<file path="src/rtl/fetch_queue_if.sv">
// Instruction-memory port of the fetch stage: single-word reads, one outstanding at a time.
// Handshake: the fetch stage pulses imem_req_o for one cycle with imem_addr_o valid in that
// same cycle; the memory answers with a one-cycle imem_rvalid_i pulse (rdata valid with it) at
// least one cycle later. There is no ready/backpressure, so the requester must already have room
// for the word when it issues the request.
interface fetch_queue_if;
  logic        imem_req_o;
  logic [31:0] imem_addr_o;
  logic        imem_rvalid_i;
  logic [31:0] imem_rdata_i;

  modport master (
    output imem_req_o,
    output imem_addr_o,
    input  imem_rvalid_i,
    input  imem_rdata_i
  );

  modport slave (
    input  imem_req_o,
    input  imem_addr_o,
    output imem_rvalid_i,
    output imem_rdata_i
  );
endinterface

</file>
<file path="src/rtl/fetch_queue.sv">
// RV32I fetch stage: owns the PC, issues one imem read at a time and buffers returned
// words with their PCs in a small FIFO whose head feeds decode.
module fetch_queue #(
  parameter logic [31:0] RESET_PC = 32'h0000_0000,
  parameter int unsigned DEPTH    = 2
) (
  input  logic                       clk_i,
  input  logic                       rstn_i,
  input  logic                       stall_en,
  input  logic                       flush,
  input  logic [31:0]                flush_pc_i,
  fetch_queue_if.master              imem,
  output logic [31:0]                instr_o,
  output logic [31:0]                pc_o,
  output logic [1:0]                 dbg_state_o,
  output logic [$clog2(DEPTH):0]     dbg_count_o
);

  localparam int AW = $clog2(DEPTH);

  typedef enum logic [1:0] {
    IDLE = 2'd0,
    WAIT = 2'd1,
    DROP = 2'd2
  } state_e;

  state_e        state_q, state_d;
  logic [31:0]   pc_q;
  logic [31:0]   req_pc_q;
  logic [AW:0]   count_q;
  logic [AW-1:0] rd_ptr_q;
  logic [AW-1:0] wr_ptr_q;
  logic [31:0]   word_q [DEPTH];
  logic [31:0]   wpc_q  [DEPTH];

  logic          head_valid;
  logic          pop;
  logic          push;
  logic          space;
  logic          issue;
  logic [AW+1:0] fill_next;

  assign head_valid = (count_q != '0);
  assign pop        = !stall_en && !flush && head_valid;
  assign push       = (state_q == WAIT) && imem.imem_rvalid_i && !flush;
  assign fill_next  = {1'b0, count_q} + (AW+2)'(push) - (AW+2)'(pop);
  assign space      = fill_next < (AW+2)'(DEPTH);
  // Space is reserved at issue time, so a returning word can always be pushed.
  assign issue      = !flush && space &&
                      ((state_q == IDLE) || ((state_q == WAIT) && imem.imem_rvalid_i));

  assign imem.imem_req_o  = rstn_i && issue;
  assign imem.imem_addr_o = pc_q;

  always_comb begin
    state_d = state_q;
    case (state_q)
      IDLE: begin
        if (issue) state_d = WAIT;
      end
      WAIT: begin
        if (imem.imem_rvalid_i) state_d = issue ? WAIT : IDLE;
        else if (flush)         state_d = DROP;
      end
      DROP: begin
        // The in-flight word belongs to the squashed path; the next request leaves from IDLE.
        if (imem.imem_rvalid_i) state_d = IDLE;
      end
      default: state_d = IDLE;
    endcase
  end

  always_ff @(posedge clk_i) begin
    if (!rstn_i) begin
      state_q  <= IDLE;
      pc_q     <= RESET_PC;
      req_pc_q <= RESET_PC;
      count_q  <= '0;
      rd_ptr_q <= '0;
      wr_ptr_q <= '0;
    end else begin
      state_q <= state_d;
      if (flush) begin
        pc_q     <= flush_pc_i;
        count_q  <= '0;
        rd_ptr_q <= '0;
        wr_ptr_q <= '0;
      end else begin
        if (issue) begin
          req_pc_q <= pc_q;
          pc_q     <= pc_q + 32'd4;
        end
        if (push) wr_ptr_q <= wr_ptr_q + AW'(1);
        if (pop)  rd_ptr_q <= rd_ptr_q + AW'(1);
        count_q <= count_q + (AW+1)'(push) - (AW+1)'(pop);
      end
    end
  end

  always_ff @(posedge clk_i) begin
    if (push) begin
      word_q[wr_ptr_q] <= imem.imem_rdata_i;
      wpc_q[wr_ptr_q]  <= req_pc_q;
    end
  end

  // An empty queue shows a bubble (instr 0) tagged with the next fetch address.
  assign instr_o     = head_valid ? word_q[rd_ptr_q] : 32'h0;
  assign pc_o        = head_valid ? wpc_q[rd_ptr_q]  : pc_q;
  assign dbg_state_o = state_q;
  assign dbg_count_o = count_q;

endmodule

</file>
<file path="src/flat_wrapper.sv">
// flat-port wrapper written by rule: the top's interface ports become plain ports
module fetch_queue_flat 
#(
  parameter logic [31:0] RESET_PC = 32'h0000_0000,
  parameter int unsigned DEPTH    = 2
)
  (clk_i, rstn_i, stall_en, flush, flush_pc_i, instr_o, pc_o, dbg_state_o, dbg_count_o, imem_imem_req_o, imem_imem_addr_o, imem_imem_rvalid_i, imem_imem_rdata_i);
  fetch_queue_if imem_i ();
  input  logic clk_i;
  input  logic rstn_i;
  input  logic stall_en;
  input  logic flush;
  input  logic [31:0] flush_pc_i;
  output logic [31:0] instr_o;
  output logic [31:0] pc_o;
  output logic [1:0] dbg_state_o;
  output logic [$clog2(DEPTH):0] dbg_count_o;
  output wire logic [$bits(imem_i.imem_req_o)-1:0] imem_imem_req_o;
  output wire logic [$bits(imem_i.imem_addr_o)-1:0] imem_imem_addr_o;
  input wire logic [$bits(imem_i.imem_rvalid_i)-1:0] imem_imem_rvalid_i;
  input wire logic [$bits(imem_i.imem_rdata_i)-1:0] imem_imem_rdata_i;
  assign imem_imem_req_o = imem_i.imem_req_o;
  assign imem_imem_addr_o = imem_i.imem_addr_o;
  assign imem_i.imem_rvalid_i = imem_imem_rvalid_i;
  assign imem_i.imem_rdata_i = imem_imem_rdata_i;
  fetch_queue #(.RESET_PC(RESET_PC), .DEPTH(DEPTH)) u_core (.clk_i(clk_i), .rstn_i(rstn_i), .stall_en(stall_en), .flush(flush), .flush_pc_i(flush_pc_i), .imem(imem_i), .instr_o(instr_o), .pc_o(pc_o), .dbg_state_o(dbg_state_o), .dbg_count_o(dbg_count_o));
endmodule
</file>
<file path="config.mk">
export PLATFORM = sky130hd
export DESIGN_NAME = fetch_queue_flat
export DESIGN_NICKNAME = d
export VERILOG_FILES = /design/src/rtl/fetch_queue_if.sv /design/src/rtl/fetch_queue.sv /design/src/flat_wrapper.sv
export SDC_FILE = /design/constraint.sdc
export NUM_CORES = 1
export LEC_CHECK = 0
export BUFFER_PORTS_ARGS = -buffer_cell sky130_fd_sc_hd__buf_2
export CAP_MARGIN = 5
export CORE_UTILIZATION = 25
export CTS_CLUSTER_SIZE = 8
export DETAILED_ROUTE_END_ITERATION = 7
export PLACE_DENSITY = 0.5
export SKIP_CTS_REPAIR_TIMING = 1
export SYNTH_ARGS = -nofsm -noshare
export SYNTH_HDL_FRONTEND = slang
export SYNTH_SLANG_ARGS = --single-unit
</file>
<file path="constraint.sdc">
create_clock -name clk_i -period 7.2 [get_ports clk_i]
set_input_delay 0.72 -clock clk_i [delete_from_list [all_inputs] [get_ports clk_i]]
set_output_delay 0.72 -clock clk_i [all_outputs]
set_load 0.01 [all_outputs]
</file>
After elaboration in Yosys (flattened, before gate mapping). Memories as Yosys holds them, arrays and structs flattened. A register that Yosys moved wholly into a read port is not among the register bits. Cells that the tools add are included.

Reductions and logical operators: 16. Bitwise logic cells: 2. $add $sub $neg: 7. $lt $le $gt $ge: 1. Equal/unequal tests: 5. Mux-type cells: 16.

Operators with widths (number): $mux 32 (4); $add 32x3->32 const B (1); $mux 2 (4); $logic_and 1x1->1 (7); $mux 1 (7); $pmux 2 s3 (1); $reduce_bool 2->1 (2); $add 2x1->3 (1); $lt 3x2->1 const B (1); $ne 3x3->1 const B (1); $reduce_and 3->1 (1); $sub 3x1->3 (1); $add 1x1->1 const B (2); $add 2x1->2 (1); $eq 2x1->1 const B (1); $eq 2x2->1 const B (1); $logic_not 1->1 (2); $logic_not 2->1 (1); $ne 2x1->1 const B (1); $ne 2x2->1 const B (1); $not 1->1 (2); $reduce_and 2->1 (1); $reduce_or 2->1 (1); $sub 2x1->2 (1); $logic_or 1x1->1 (1).

Logic and storage cells: 55. Memories: 2. Input bits: 69. Output and inout bits: 101. Flip-flop bits (word level): 70. Bits in writable memories: 128.

Memory list: u_core.word_q (depth 2, width 32, read ports 1, clocked after memory_dff 1, wr ports 1, line fetch_queue.sv:33) `logic [31:0] word_q [DEPTH];`; u_core.wpc_q (depth 2, width 32, read ports 1, clocked after memory_dff 1, wr ports 1, line fetch_queue.sv:34) `logic [31:0] wpc_q [DEPTH];`.

Logic depth before layout (Yosys ltp). Gate-level depths: netlist of the first run.

Depth after elaboration: 11. Depth in mapped cells: 13. Mapped depth without buffers: 11.

Worst setup path before layout of the first run. OpenSTA, ideal clock, no wires.

Path kind: input to register. From: input flush. To: memory u_core.word_q[0][0], enable pin. Cell stages on the path: 3. Path slack: 2792 ps. Path buffers: 0. Required time: 6706 ps. Arrival: 3914 ps. Setup time: 494 ps. Cell sequence: nor2_1 and3_1 nor2b_1.

Longest elaborated chain between the ends: 4.

RTL lines: start: declaration (line flat_wrapper.sv:12) `input logic flush;`; $logic_not 1->1 (line fetch_queue.sv:45) `assign push = (state_q == WAIT) && imem.imem_rvalid_i && !flush;`; $logic_and 1x1->1 (line fetch_queue.sv:45); $mux 1 (line fetch_queue.sv:101) `if (push) begin`; $mux 1 (implied by the code) (line fetch_queue.sv:102) `word_q[wr_ptr_q] <= imem.imem_rdata_i;`; end: declaration (line fetch_queue.sv:33).

Every way passes these cells.

Worst setup path in the final report of the first run.
From: register u_core.count_q[1] (netlist: u_core.dbg_count_o[1]). To: output imem_imem_req_o.

Longest elaborated chain between the ends: 7. Elaborated cells on any way between the ends: 8. Classes of those cells: 2 x add/sub; 1 x order compare; 5 x reduce/logical.

RTL lines: start: declaration (line fetch_queue.sv:30) `logic [AW:0] count_q;`; start signal: assignment (line fetch_queue.sv:95) `count_q <= count_q + (AW+1)'(push) - (AW+1)'(pop);`; $reduce_bool 2->1 (line fetch_queue.sv:43) `assign head_valid = (count_q != '0);`; $logic_and 1x1->1 (line fetch_queue.sv:44) `assign pop = !stall_en && !flush && head_valid;`; via u_core.pop (line fetch_queue.sv:37) `logic pop;`; $sub 3x1->3 (line fetch_queue.sv:46) `assign fill_next = {1'b0, count_q} + (AW+2)'(push) - (AW+2)'(pop);`; $lt 3x2->1 (line fetch_queue.sv:47) `assign space = fill_next < (AW+2)'(DEPTH);`; $logic_and 1x1->1 (2 in series) (line fetch_queue.sv:49) `assign issue = !flush && space &&`; $logic_and 1x1->1 (line fetch_queue.sv:52) `assign imem.imem_req_o = rstn_i && issue;`; end: declaration (line flat_wrapper.sv:18) `output wire logic [$bits(imem_i.imem_req_o)-1:0] imem_imem_req_o;`.

The timed path passes the listed nets, and every way through them passes these cells.

==> insert_results.sql, run 1 <==
INSERT INTO impl_metrics (metric_group, metric, value, unit) VALUES
('yosys', 'synth.yosys.seq_area_share', '63.7', '%'),
('cts', 'cts.htree.levels', '4', ''),
('yosys', 'synth_seq_cells', '199', ''),
('critical_path', 'cp.arrival', '3.66', 'ns'),
('place', 'gp_congestion', '0.724', ''),
('route', 'detail_route.drc_violations', '0', ''),
('place', 'pre_cts_slack', '2.65', 'ns'),
('route', 'drt_wl_total', '22900', 'µm'),
('final_layout', 'post_layout_nonfiller_instances', '1334', ''),
('critical_path', 'required', '6.48', 'ns'),
('yosys', 'synth_top_area_cells', 'sky130_fd_sc_hd__edfxtp_1 47%, sky130_fd_sc_hd__dfxtp_1 17%, sky130_fd_sc_hd__mux2i_1 8.1%', ''),
('timing', 'clock.fmax', '228', 'MHz'),
('yosys', 'syn-num-nets', '807', ''),
('cts', 'cts_inserted_buffers', '17', ''),
('route', 'drt.antenna.violating_nets', '0', ''),
('floorplanning', 'die_extent_in_x', '184', 'µm'),
('floorplanning', 'num_rows', '66', ''),
('hold_path', 'holdPathStages', '0', ''),
('yosys', 'syn_area_per_cell', '11.3', 'µm²'),
('final_layout', 'area_growth_syn_to_layout', '23.1', '%'),
('power', 'max-vdd-ir-drop', '152', 'µV'),
('yosys', 'count_of_flip_flops_with_a_built_in_enable_after_synthesis', '128', ''),
('yosys', 'netlist_instances', '734', ''),
('final_layout', 'final.fill_count', '3416', ''),
('place', 'place_inst', '1302', ''),
('critical_path', 'startpoint_of_the_worst_register_to_register_path', 'u_core.dbg_count_o[1]', ''),
('critical_path', 'timing_worst_setup_path_type', 'flip-flop to primary output', ''),
('final_layout', 'insertedDiodeCount', '0', ''),
('timing', 'period_share', '60.8', '%'),
('global_routing', 'number_of_antenna_violations_at_the_first_check_in_global_routing', '0', ''),
('place', 'dp.final_hpwl', '14500', 'µm'),
('yosys', 'synth.lib_cells_used.distinct', '48', ''),
('global_routing', 'grt-ovfl-total', '0', ''),
('cts', 'cts.sinks', '199', ''),
('power', 'power_density', '238', 'mW/mm²'),
('hold_path', 'holdCritStartpoint', 'u_core.req_pc_q[31]', ''),
('final_layout', 'proportion_of_layout_cells_with_a_drive_suffix_above_1', '24.4', '%'),
('final_layout', 'multi_input_combinational_cell_area', '0.00280', 'mm²'),
('yosys', 'synth_top_area_share', '46.5', '%'),
('timing', 'final_hold_viol_count', '0', ''),
('route', 'route.vias.total', '6022', ''),
('critical_path', 'worstSetupStartpointType', 'flip-flop', ''),
('yosys', 'post_synth_instance_area', '0.00826', 'mm²'),
('route', 'post_drt_wl_per_cell', '17.2', 'µm'),
('hold_path', 'min_to', 'u_core.wpc_q[0][31]', ''),
('timing', 'timing.hold.ws', '0.457', 'ns'),
('critical_path', 'worstSetupEndpointType', 'primary output', ''),
('flow_run', 'max_cap_violations', '0', ''),
('yosys', 'yosys.cell_count.top_type', 'sky130_fd_sc_hd__edfxtp_1', ''),
('critical_path', 'ff2ff_path_depth', '11', ''),
('floorplanning', 'core_area', '0.0325', 'mm²'),
('route', 'vias_per_cell', '4.51', ''),
('cts', 'tritoncts', 'done', ''),
('final_layout', 'seq_cell_area', '0.00527', 'mm²'),
('power', 'power.total', '2.42', 'mW'),
('yosys', 'share_of_flip_flops_with_an_asynchronous_set_or_reset', '0', '%'),
('cts', 'path_clk_slew', '0.08', 'ns'),
('power', 'static-leakage-power', '3.59', 'nW'),
('timing', 'setup_viol_count_final', '0', ''),
('timing', 'setup-tns-final', '0', 'ns'),
('timing', 'grt_setup_unrepaired', 'no', ''),
('global_routing', 'grt.total_usage', '13.6', '%'),
('timing', 'fin_ws', '2.82', 'ns'),
('status', 'status', 'completed', ''),
('critical_path', 'regToRegSetupSlack', '2.90', 'ns'),
('yosys', 'yosys_warnings', '0', ''),
('floorplanning', 'die_area', '0.0338', 'mm²'),
('critical_path', 'timing.rr.end', 'u_core.imem.imem_addr_o[15]', ''),
('timing', 'layout_min_cycle_time', '4.38', 'ns'),
('place', 'io_buffer_count', '169', ''),
('cts', 'cts_root_buffer', 'sky130_fd_sc_hd__clkbuf_16', '');
==> registers in the layout, summed over array words and instances (netlist names), named ones only <==
register and flops:
u_core.word_q 64, u_core.wpc_q 64, u_core.imem.imem_addr_o 32, u_core.req_pc_q 32
u_core.dbg_count_o 2, u_core.dbg_state_o 2, u_core.rd_ptr_q 1, u_core.wr_ptr_q 1
==> cell families after synthesis <==
family                     share of synthesized area (%)
adders and majority gates                          0.697
buffers and inverters                               2.73
AOI/OAI and AO/OA                                   9.44
and+or+nand+nor                                     14.1
xor gates and xnor gates                           0.742
muxes                                               8.53
DFF                                                 63.7
==> how the worst max path moves through the flow <==
stage | startpoint | endpoint | slack [ns] | cells after the start
finish | u_core.dbg_count_o[1] | imem_imem_req_o | 2.82 | 12
global route | u_core.dbg_count_o[0] | imem_imem_req_o | 2.51 | 12
CTS | u_core.dbg_count_o[1] | imem_imem_req_o | 2.66 | 12
detailed placement | flush | u_core.imem.imem_addr_o[25] | 2.65 | 12
global placement | flush | u_core.imem.imem_addr_o[12] | 2.71 | 12
floorplan | flush | u_core.word_q[0][0] | 2.79 | 3
==> layout by cell type (no fill, tap or decap), types with 2 or more instances in the layout <==
| cell | netlist | final |
|---|---|---|
| sky130_fd_sc_hd__a21o_1 | 2 | 2 |
| sky130_fd_sc_hd__a21oi_1 | 60 | 60 |
| sky130_fd_sc_hd__a221oi_1 | 2 | 2 |
| sky130_fd_sc_hd__a22oi_1 | 4 | 4 |
| sky130_fd_sc_hd__a31oi_1 | 3 | 3 |
| sky130_fd_sc_hd__and2_1 | 5 | 4 |
| sky130_fd_sc_hd__and3_1 | 13 | 13 |
| sky130_fd_sc_hd__and4_1 | 4 | 4 |
| sky130_fd_sc_hd__buf_2 | 3 | 169 |
| sky130_fd_sc_hd__buf_4 | 0 | 6 |
| sky130_fd_sc_hd__clkbuf_16 | 0 | 17 |
| sky130_fd_sc_hd__clkinv_8 | 0 | 7 |
| sky130_fd_sc_hd__dfxtp_1 | 71 | 70 |
| sky130_fd_sc_hd__edfxtp_1 | 128 | 128 |
| sky130_fd_sc_hd__ha_1 | 3 | 3 |
| sky130_fd_sc_hd__inv_1 | 9 | 9 |
| sky130_fd_sc_hd__inv_6 | 0 | 3 |
| sky130_fd_sc_hd__inv_8 | 0 | 3 |
| sky130_fd_sc_hd__mux2_2 | 3 | 3 |
| sky130_fd_sc_hd__mux2i_1 | 67 | 67 |
| sky130_fd_sc_hd__nand2_1 | 127 | 127 |
| sky130_fd_sc_hd__nand3_1 | 17 | 17 |
| sky130_fd_sc_hd__nand4_1 | 11 | 11 |
| sky130_fd_sc_hd__nor2_1 | 51 | 50 |
| sky130_fd_sc_hd__nor3_1 | 7 | 7 |
| sky130_fd_sc_hd__nor4_1 | 10 | 10 |
| sky130_fd_sc_hd__o2111ai_1 | 2 | 2 |
| sky130_fd_sc_hd__o211ai_1 | 3 | 3 |
| sky130_fd_sc_hd__o21a_1 | 2 | 2 |
| sky130_fd_sc_hd__o21ai_0 | 43 | 43 |
| sky130_fd_sc_hd__o22ai_1 | 2 | 2 |
| sky130_fd_sc_hd__o311ai_0 | 5 | 5 |
| sky130_fd_sc_hd__or3_1 | 4 | 4 |
| sky130_fd_sc_hd__or4_1 | 3 | 3 |
| sky130_fd_sc_hd__xnor2_1 | 6 | 6 |
==> critical path: stages, from the launching register on <==
cell	delay, ns
sky130_fd_sc_hd__dfxtp_1	0.37
sky130_fd_sc_hd__nor2_4	0.09
sky130_fd_sc_hd__buf_4	0.68
sky130_fd_sc_hd__nor3_1	0.20
sky130_fd_sc_hd__ha_1	0.34
sky130_fd_sc_hd__inv_1	0.04
sky130_fd_sc_hd__ha_1	0.19
sky130_fd_sc_hd__fa_1	0.37
sky130_fd_sc_hd__xnor2_1	0.18
sky130_fd_sc_hd__nor4b_2	0.34
sky130_fd_sc_hd__nand2_1	0.20
sky130_fd_sc_hd__inv_1	0.09
sky130_fd_sc_hd__buf_2	0.12
==> stage by stage <==
step	utilization, %	area [µm²]
6_report	31.3	10200
4_1_cts	31.3	10200
3_3_place_gp	29.3	9550
5_1_grt	31.3	10200
3_5_place_dp	29.3	9550
2_1_floorplan	-	8260
==> layout make-up <==
type                    count  area share [%]
inverters                  10           0.369
clock buffers              17            4.18
flip-flops and latches    199            51.8
repair buffers            175            8.76
well taps                 442            5.44
clock inverters            15            1.96
multi-input cells         476            27.5
==> where the power goes <==
part	internal, mW	switching (mW)	leakage (nW)
combinational	0.0620	0.105	1.60
sequential	1.24	0.0361	1.69
clock	0.479	0.504	0.301
==> routing by layer <==
layer	up-vias	wire, µm	global-route usage [%]	part of all wire (%)
met5	-	0	0	0
met4	0	144	3.00	0.63
met3	11	1240	2.60	5.4
met2	203	11000	22.8	48
met1	2856	10500	18.0	46
li1	2952	-	-	-
Note: power is estimated with default switching activity, not from simulation.
==> run 2: changes to the inputs <==
==> constraint.sdc (replaced) <==
create_clock -name clk_i -period 4.1 [get_ports clk_i]
set_input_delay 0.41 -clock clk_i [delete_from_list [all_inputs] [get_ports clk_i]]
set_output_delay 0.41 -clock clk_i [all_outputs]
set_load 0.01 [all_outputs]
==> run 2 against run 1 <==
  * Cell count is 0.30% higher
  * Die area stayed put
  * Total power is 75% higher
  * Via count is 0.42% higher
  * Worst hold slack worse by 0.29 ns
  * Routed wire length is 0.63% higher
==> insert_results.sql, run 2 (same netlist as run 1, synthesis figures left out) <==
INSERT INTO impl_metrics (metric_group, metric, value, unit) VALUES
('status', 'status', 'completed', ''),
('timing', 'final_hold_viol_count', '0', ''),
('final_layout', 'most-common-layout-cells', '169 x sky130_fd_sc_hd__buf_2, 128 x sky130_fd_sc_hd__edfxtp_1, 127 x sky130_fd_sc_hd__nand2_1', ''),
('global_routing', 'number_of_antenna_violations_at_the_first_check_in_global_routing', '2', ''),
('route', 'detail_route.drc_violations', '0', ''),
('route', 'drt_pre_antenna_iters', '5', ''),
('critical_path', 'crit_slowest_cell', 'sky130_fd_sc_hd__fa_1', ''),
('global_routing', 'grt_pass1_wl', '34900', 'µm'),
('route', 'drt.antenna.violating_nets', '0', ''),
('route', 'vias_per_cell', '4.52', ''),
('timing', 'slew_violations', '0', ''),
('floorplanning', 'fp.dieH', '184', 'µm'),
('power', 'power.share.switching', '25.4', '%'),
('critical_path', 'required', '3.69', 'ns'),
('power', 'static-leakage-power', '3.60', 'nW'),
('cts', 'cts_root_buffer', 'sky130_fd_sc_hd__clkbuf_16', ''),
('place', 'gp_congestion', '0.761', ''),
('critical_path', 'ff2ff_path_depth', '10', ''),
('critical_path', 'timing.rr.end', 'u_core.imem.imem_addr_o[15]', ''),
('cts', 'cts.htree.levels', '4', ''),
('critical_path', 'cp.arrival', '3.34', 'ns'),
('timing', 'layout_min_cycle_time', '3.75', 'ns'),
('final_layout', 'final_design_utilization', '31.3', '%'),
('power', 'max-vdd-ir-drop', '271', 'µV'),
('flow_run', 'max_cap_violations', '0', ''),
('cts', 'cts_inserted_buffers', '17', ''),
('floorplanning', 'die_area', '0.0338', 'mm²'),
('route', 'route.vias.total', '6047', ''),
('power', 'combPwrFrac', '7.1', '%'),
('cts', 'tritoncts', 'done', ''),
('route', 'post_drt_wl_per_cell', '17.2', 'µm'),
('timing', 'grt_setup_unrepaired', 'no', ''),
('hold_path', 'min_to', 'u_core.word_q[0][13]', ''),
('final_layout', 'fin_nets', '955', ''),
('power', 'power_density', '416', 'mW/mm²'),
('final_layout', 'area_growth_syn_to_layout', '23.2', '%'),
('final_layout', 'final.fill_count', '3392', ''),
('floorplanning', 'core_area', '0.0325', 'mm²'),
('final_layout', 'layout.cells.most_common', 'sky130_fd_sc_hd__buf_2', ''),
('timing', 'clock.fmax', '267', 'MHz'),
('power', 'clockPowerShare', '40.1', '%'),
('global_routing', 'largest_net_degree_at_the_start_of_global_routing', '97', ''),
('final_layout', 'largestRegisters', 'u_core.word_q x64, u_core.wpc_q x64', ''),
('critical_path', 'worstSetupStartpointType', 'flip-flop', ''),
('power', 'power.sequential.fraction', '52.8', '%'),
('timing', 'setup-tns-final', '0', 'ns'),
('final_layout', 'finish.instance_area', '0.0102', 'mm²'),
('hold_path', 'holdPathStages', '1', ''),
('timing', 'fin_worst_skew', '0.0104', 'ns'),
('critical_path', 'startpoint_of_the_worst_register_to_register_path', 'u_core.dbg_count_o[1]', ''),
('timing', 'period_share', '91.4', '%'),
('cts', 'worstSkewPairLatency', '0.43', 'ns'),
('final_layout', 'multi_input_combinational_cell_area', '0.00280', 'mm²'),
('global_routing', 'first_global_vias', '5851', ''),
('cts', 'path_clk_slew', '0.08', 'ns'),
('critical_path', 'worstPathMaxFanout', '24', ''),
('cts', 'clockBufferDepth', '2', ''),
('power', 'internal_power', '3.16', 'mW'),
('hold_path', 'holdCritStartpoint', 'imem_imem_rdata_i[13]', ''),
('critical_path', 'timing_worst_setup_path_type', 'flip-flop to primary output', ''),
('place', 'placement.cell_area', '0.00959', 'mm²'),
('global_routing', 'grt.total_usage', '13.8', '%'),
('hold_path', 'hold_path.class', 'primary input to flip-flop', ''),
('floorplanning', 'io-pin-count', '170', ''),
('timing', 'max_slew.worst_pin.slew', '1.03', 'ns'),
('floorplanning', 'die_extent_in_x', '184', 'µm'),
('final_layout', 'proportion_of_layout_cells_with_a_drive_suffix_above_1', '24.7', '%'),
('timing', 'remaining_max_slew_budget_at_the_tightest_pin', '31.1', '%'),
('power', 'p_switching', '1.08', 'mW'),
('global_routing', 'grt-ovfl-total', '0', ''),
('critical_path', 'regToRegSetupSlack', '0.58', 'ns'),
('place', 'io_buffer_count', '169', ''),
('floorplanning', 'initial_core_util', '25.4', '%'),
('timing', 'setup_viol_count_final', '0', ''),
('final_layout', 'seq_cell_area', '0.00527', 'mm²'),
('cts', 'cts.sinks', '199', ''),
('critical_path', 'critical_path.cell_chain', 'nor2_4 -> nor3_1 -> ha_1 -> inv_1 -> ha_1 -> fa_1 -> nor4b_2 -> buf_4 -> nand2_1 -> inv_1 -> buf_2', ''),
('critical_path', 'critical_path_max_stage_delay', '0.47', 'ns'),
('route', 'drt_wl_total', '23000', 'µm'),
('critical_path', 'worstSetupEndpointType', 'primary output', ''),
('place', 'dp.final_hpwl', '14500', 'µm'),
('floorplanning', 'num_rows', '66', ''),
('route', 'dr.first_iter.drc_count', '267', '');
run 2: cell count changes in the layout (fill, tap and decap cells not counted), sizes merged:
cell      change
bufinv        +1
buf           +3
diode         +1
clkinv        -4
clkinvlp      +1
inv           +2
run 2: per-layer routing:
layer	up-vias	track usage [%]	part of all wire [%]
met5	-	0	0.056
met4	2	4.37	1.8
met3	22	3.55	6.4
met2	173	22.6	46
met1	2886	17.9	46
li1	2964	-	-
run 2: area by class of cell:
cell class	count	area share, %
diodes	1	0.0246
clock inverters	15	1.59
clock buffers	17	4.18
flip-flops and latches	199	51.7
inverters	10	0.369
multi-input cells	476	27.5
well taps	442	5.43
repair buffers	178	9.22
run 2: power groups by stage:
| stage | Clock [mW] | Combinational, mW | Sequential [mW] |
|---|---|---|---|
| after floorplan | 0 | 0.153 | 2.27 |
| after global placement | 0 | 0.300 | 2.28 |
| after detailed placement | 0 | 0.304 | 2.28 |
| after CTS | 1.75 | 0.305 | 2.24 |
| after global routing | 1.82 | 0.336 | 2.25 |
| final | 1.70 | 0.299 | 2.24 |
run 2: worst max path at each step:
stage	startpoint	to	slack (ns)	cells past startpoint
detailed placement	flush	u_core.imem.imem_addr_o[15]	0.51	10
global route	u_core.dbg_count_o[1]	imem_imem_req_o	0.06	11
CTS	u_core.dbg_count_o[1]	imem_imem_req_o	0.33	11
global placement	flush	u_core.imem.imem_addr_o[15]	0.58	10
finish	u_core.dbg_count_o[1]	imem_imem_req_o	0.35	11
floorplan	flush	u_core.word_q[0][0]	0.002	3
run 2: worst max-delay path, delay by kind of cell (launching register included):
kind,cells,cell delay (ns)
buf+inv,4,0.62
fa+ha+maj,3,0.93
flops,1,0.44
simple gates,4,0.90
run 2: stage by stage:
stage / std cells / setup slack [ns] / power (mW) / hold slack, ns
global placement: 1305 / 0.582 / 2.58 / 0.430
floorplan: 734 / 0.00203 / 2.42 / 0.425
detailed placement: 1305 / 0.511 / 2.59 / 0.436
finish: 1338 / 0.353 / 4.23 / 0.162
CTS: 1337 / 0.326 / 4.29 / 0.143
global route: 1337 / 0.0613 / 4.41 / 0.138
==> run 3: changes to the inputs <==
--- a/config.mk
+++ b/config.mk
@@ -11,6 +11,7 @@
 export CTS_CLUSTER_SIZE = 8
 export DETAILED_ROUTE_END_ITERATION = 7
 export PLACE_DENSITY = 0.5
+export RECOVER_POWER = 50
 export SKIP_CTS_REPAIR_TIMING = 1
 export SYNTH_ARGS = -nofsm -noshare
 export SYNTH_HDL_FRONTEND = slang
==> run 3 against run 2 <==
  * The flow now finishes with violations (capacitance limit, slew limit)
  * Critical path type unchanged
  * Register-to-register slack lost 0.04 ns
  * Maximum frequency shrank 0.60%
  * Via count up 0.64%
  * Flip-flop and latch count unchanged
  * Highest routed layer unchanged
  * Largest cell class unchanged
  * Die area stayed put
==> insert_results.sql, run 3 (same netlist as run 1, synthesis figures left out) <==
INSERT INTO impl_metrics (metric_group, metric, value, unit) VALUES
('status', 'status', 'finished with violations', ''),
('status', 'failed_checks', 'capacitance limit, slew limit', ''),
('timing', 'grt_setup_unrepaired', 'no', ''),
('cts', 'worstSkewPairLatency', '0.43', 'ns'),
('global_routing', 'grt_pass1_wl', '34900', 'µm'),
('final_layout', 'proportion_of_layout_cells_with_a_drive_suffix_above_1', '18.5', '%'),
('cts', 'clockBufferDepth', '2', ''),
('route', 'post_drt_wl_per_cell', '17.2', 'µm'),
('route', 'drt_wl_total', '23000', 'µm'),
('floorplanning', 'core_area', '0.0325', 'mm²'),
('route', 'detail_route.drc_violations', '0', ''),
('timing', 'timing.hold.ws', '0.162', 'ns'),
('timing', 'fin_worst_skew', '0.00957', 'ns'),
('floorplanning', 'initial_core_util', '25.4', '%'),
('critical_path', 'regToRegSetupSlack', '0.54', 'ns'),
('floorplanning', 'fp.dieH', '184', 'µm'),
('timing', 'slew_violations', '103', ''),
('timing', 'period_share', '91.9', '%'),
('final_layout', 'post_layout_nonfiller_instances', '1338', ''),
('final_layout', 'fin_nets', '955', ''),
('route', 'dr.first_iter.drc_count', '291', ''),
('timing', 'layout_min_cycle_time', '3.77', 'ns'),
('critical_path', 'worstSetupStartpointType', 'flip-flop', ''),
('route', 'wl_met2', '10700', 'µm'),
('global_routing', 'largest_net_degree_at_the_start_of_global_routing', '97', ''),
('final_layout', 'area_growth_syn_to_layout', '22.1', '%'),
('route', 'routed_metal_1_wirelength', '10400', 'µm'),
('global_routing', 'first_global_vias', '5851', ''),
('hold_path', 'hold_path.class', 'primary input to flip-flop', ''),
('cts', 'cts_inserted_buffers', '17', ''),
('route', 'drt_pre_antenna_iters', '5', ''),
('floorplanning', 'die_extent_in_x', '184', 'µm'),
('power', 'internal_power', '3.15', 'mW'),
('cts', 'path_clk_slew', '0.08', 'ns'),
('cts', 'tritoncts', 'done', ''),
('route', 'met3WireLength', '1570', 'µm'),
('critical_path', 'cp.arrival', '3.36', 'ns'),
('hold_path', 'holdPathStages', '1', ''),
('timing', 'max_slew.worst_pin.slew', '1.99', 'ns'),
('power', 'power.sequential.fraction', '53.0', '%'),
('place', 'gp_congestion', '0.761', ''),
('cts', 'cts.htree.levels', '4', ''),
('critical_path', 'required', '3.69', 'ns'),
('final_layout', 'layout.cells.most_common', 'sky130_fd_sc_hd__edfxtp_1', ''),
('flow_run', 'max_cap_violations', '2', ''),
('power', 'power_density', '419', 'mW/mm²'),
('floorplanning', 'die_area', '0.0338', 'mm²'),
('global_routing', 'number_of_antenna_violations_at_the_first_check_in_global_routing', '2', ''),
('place', 'dp.final_hpwl', '14500', 'µm'),
('timing', 'clock.fmax', '265', 'MHz'),
('place', 'place_inst', '1305', ''),
('floorplanning', 'num_rows', '66', ''),
('timing', 'setup_viol_count_final', '0', ''),
('power', 'combPwrFrac', '6.9', '%'),
('route', 'route.vias.total', '6086', ''),
('power', 'static-leakage-power', '3.41', 'nW'),
('timing', 'remaining_max_slew_budget_at_the_tightest_pin', '-32.6', '%'),
('place', 'io_buffer_count', '169', ''),
('cts', 'cts_root_buffer', 'sky130_fd_sc_hd__clkbuf_16', ''),
('cts', 'cts.sinks', '199', ''),
('route', 'vias_per_cell', '4.55', ''),
('power', 'power.share.switching', '25.5', '%'),
('timing', 'setup-tns-final', '0', 'ns'),
('critical_path', 'worstPathMaxFanout', '24', ''),
('critical_path', 'timing_worst_setup_path_type', 'flip-flop to primary output', ''),
('timing', 'final_hold_viol_count', '0', ''),
('power', 'p_switching', '1.08', 'mW'),
('critical_path', 'worstSetupEndpointType', 'primary output', ''),
('route', 'route.top_layer_used', 'met5', ''),
('global_routing', 'grt-ovfl-total', '0', ''),
('route', 'drt.antenna.violating_nets', '0', ''),
('final_layout', 'largestRegisters', 'u_core.word_q x64, u_core.wpc_q x64', ''),
('critical_path', 'ff2ff_path_depth', '11', ''),
('global_routing', 'grt.total_usage', '13.8', '%'),
('power', 'max-vdd-ir-drop', '270', 'µV'),
('floorplanning', 'io-pin-count', '170', ''),
('final_layout', 'most-common-layout-cells', '128 x sky130_fd_sc_hd__edfxtp_1, 127 x sky130_fd_sc_hd__nand2_1, 116 x sky130_fd_sc_hd__buf_2', ''),
('power', 'clockPowerShare', '40.1', '%');
## run 3: changes by cell type in the layout (fill, tap and decap cells not counted)
cell                       before  now
sky130_fd_sc_hd__buf_2        169  116
sky130_fd_sc_hd__clkbuf_2       0    1
sky130_fd_sc_hd__buf_12         2    1
sky130_fd_sc_hd__clkbuf_1       0   54
sky130_fd_sc_hd__nor2b_1        1    2
sky130_fd_sc_hd__nor2b_4        1    0
sky130_fd_sc_hd__buf_4          7    6
## run 3: worst paths after layout
kind / endpoint / from
hold / removal: u_core.word_q[0][13] / imem_imem_rdata_i[13]
setup / recovery: imem_imem_req_o / u_core.dbg_count_o[1]
hold reg to reg: u_core.wpc_q[0][0] / u_core.req_pc_q[0]
setup reg to reg: u_core.imem.imem_addr_o[14] / u_core.dbg_count_o[1]
## run 3: area by class of cell
type	count	area, µm²
Clock buffer	17	425
Tap cell	442	553
Fill cell	3412	22400
Clock inverter	15	161
Inverter	10	37.5
Timing Repair Buffer	178	853
Multi-Input combinational cell	476	2790
Antenna cell	1	2.50
Sequential cell	199	5270
## run 3: per-stage QoR
stage	util (%)	setup WS [ns]	cell area, µm²	power (mW)
3_3_place_gp	29.5	0.582	9590	2.58
6_report	31.0	0.330	10100	4.23
4_1_cts	31.3	0.326	10200	4.29
3_5_place_dp	29.5	0.511	9590	2.59
2_1_floorplan	-	0.00203	8260	2.42
5_1_grt	31.0	0.0597	10100	4.40
## run 3: per-layer routing
metal / global-route usage, % / vias up
met3: 3.55 / 21
li1: - / 2961
met2: 22.6 / 196
met1: 17.9 / 2906
met4: 4.37 / 2
met5: 0 / -
## run 3: power by group through the flow
stage	clock (mW)	sequential, mW	combinational, mW
finish	1.70	2.24	0.291
global route	1.82	2.25	0.327
CTS	1.75	2.24	0.305
detailed placement	0	2.28	0.304
global placement	0	2.28	0.300
floorplan	0	2.27	0.153
## run 3: worst max-delay path, cell delays in order (launching register included)
cell	delay, ns
sky130_fd_sc_hd__dfxtp_1	0.44
sky130_fd_sc_hd__nor2_4	0.04
sky130_fd_sc_hd__nor3_1	0.29
sky130_fd_sc_hd__ha_1	0.30
sky130_fd_sc_hd__inv_1	0.06
sky130_fd_sc_hd__ha_1	0.16
sky130_fd_sc_hd__fa_1	0.47
sky130_fd_sc_hd__nor4b_2	0.40
sky130_fd_sc_hd__buf_4	0.36
sky130_fd_sc_hd__nand2_1	0.18
sky130_fd_sc_hd__inv_1	0.09
sky130_fd_sc_hd__buf_2	0.12
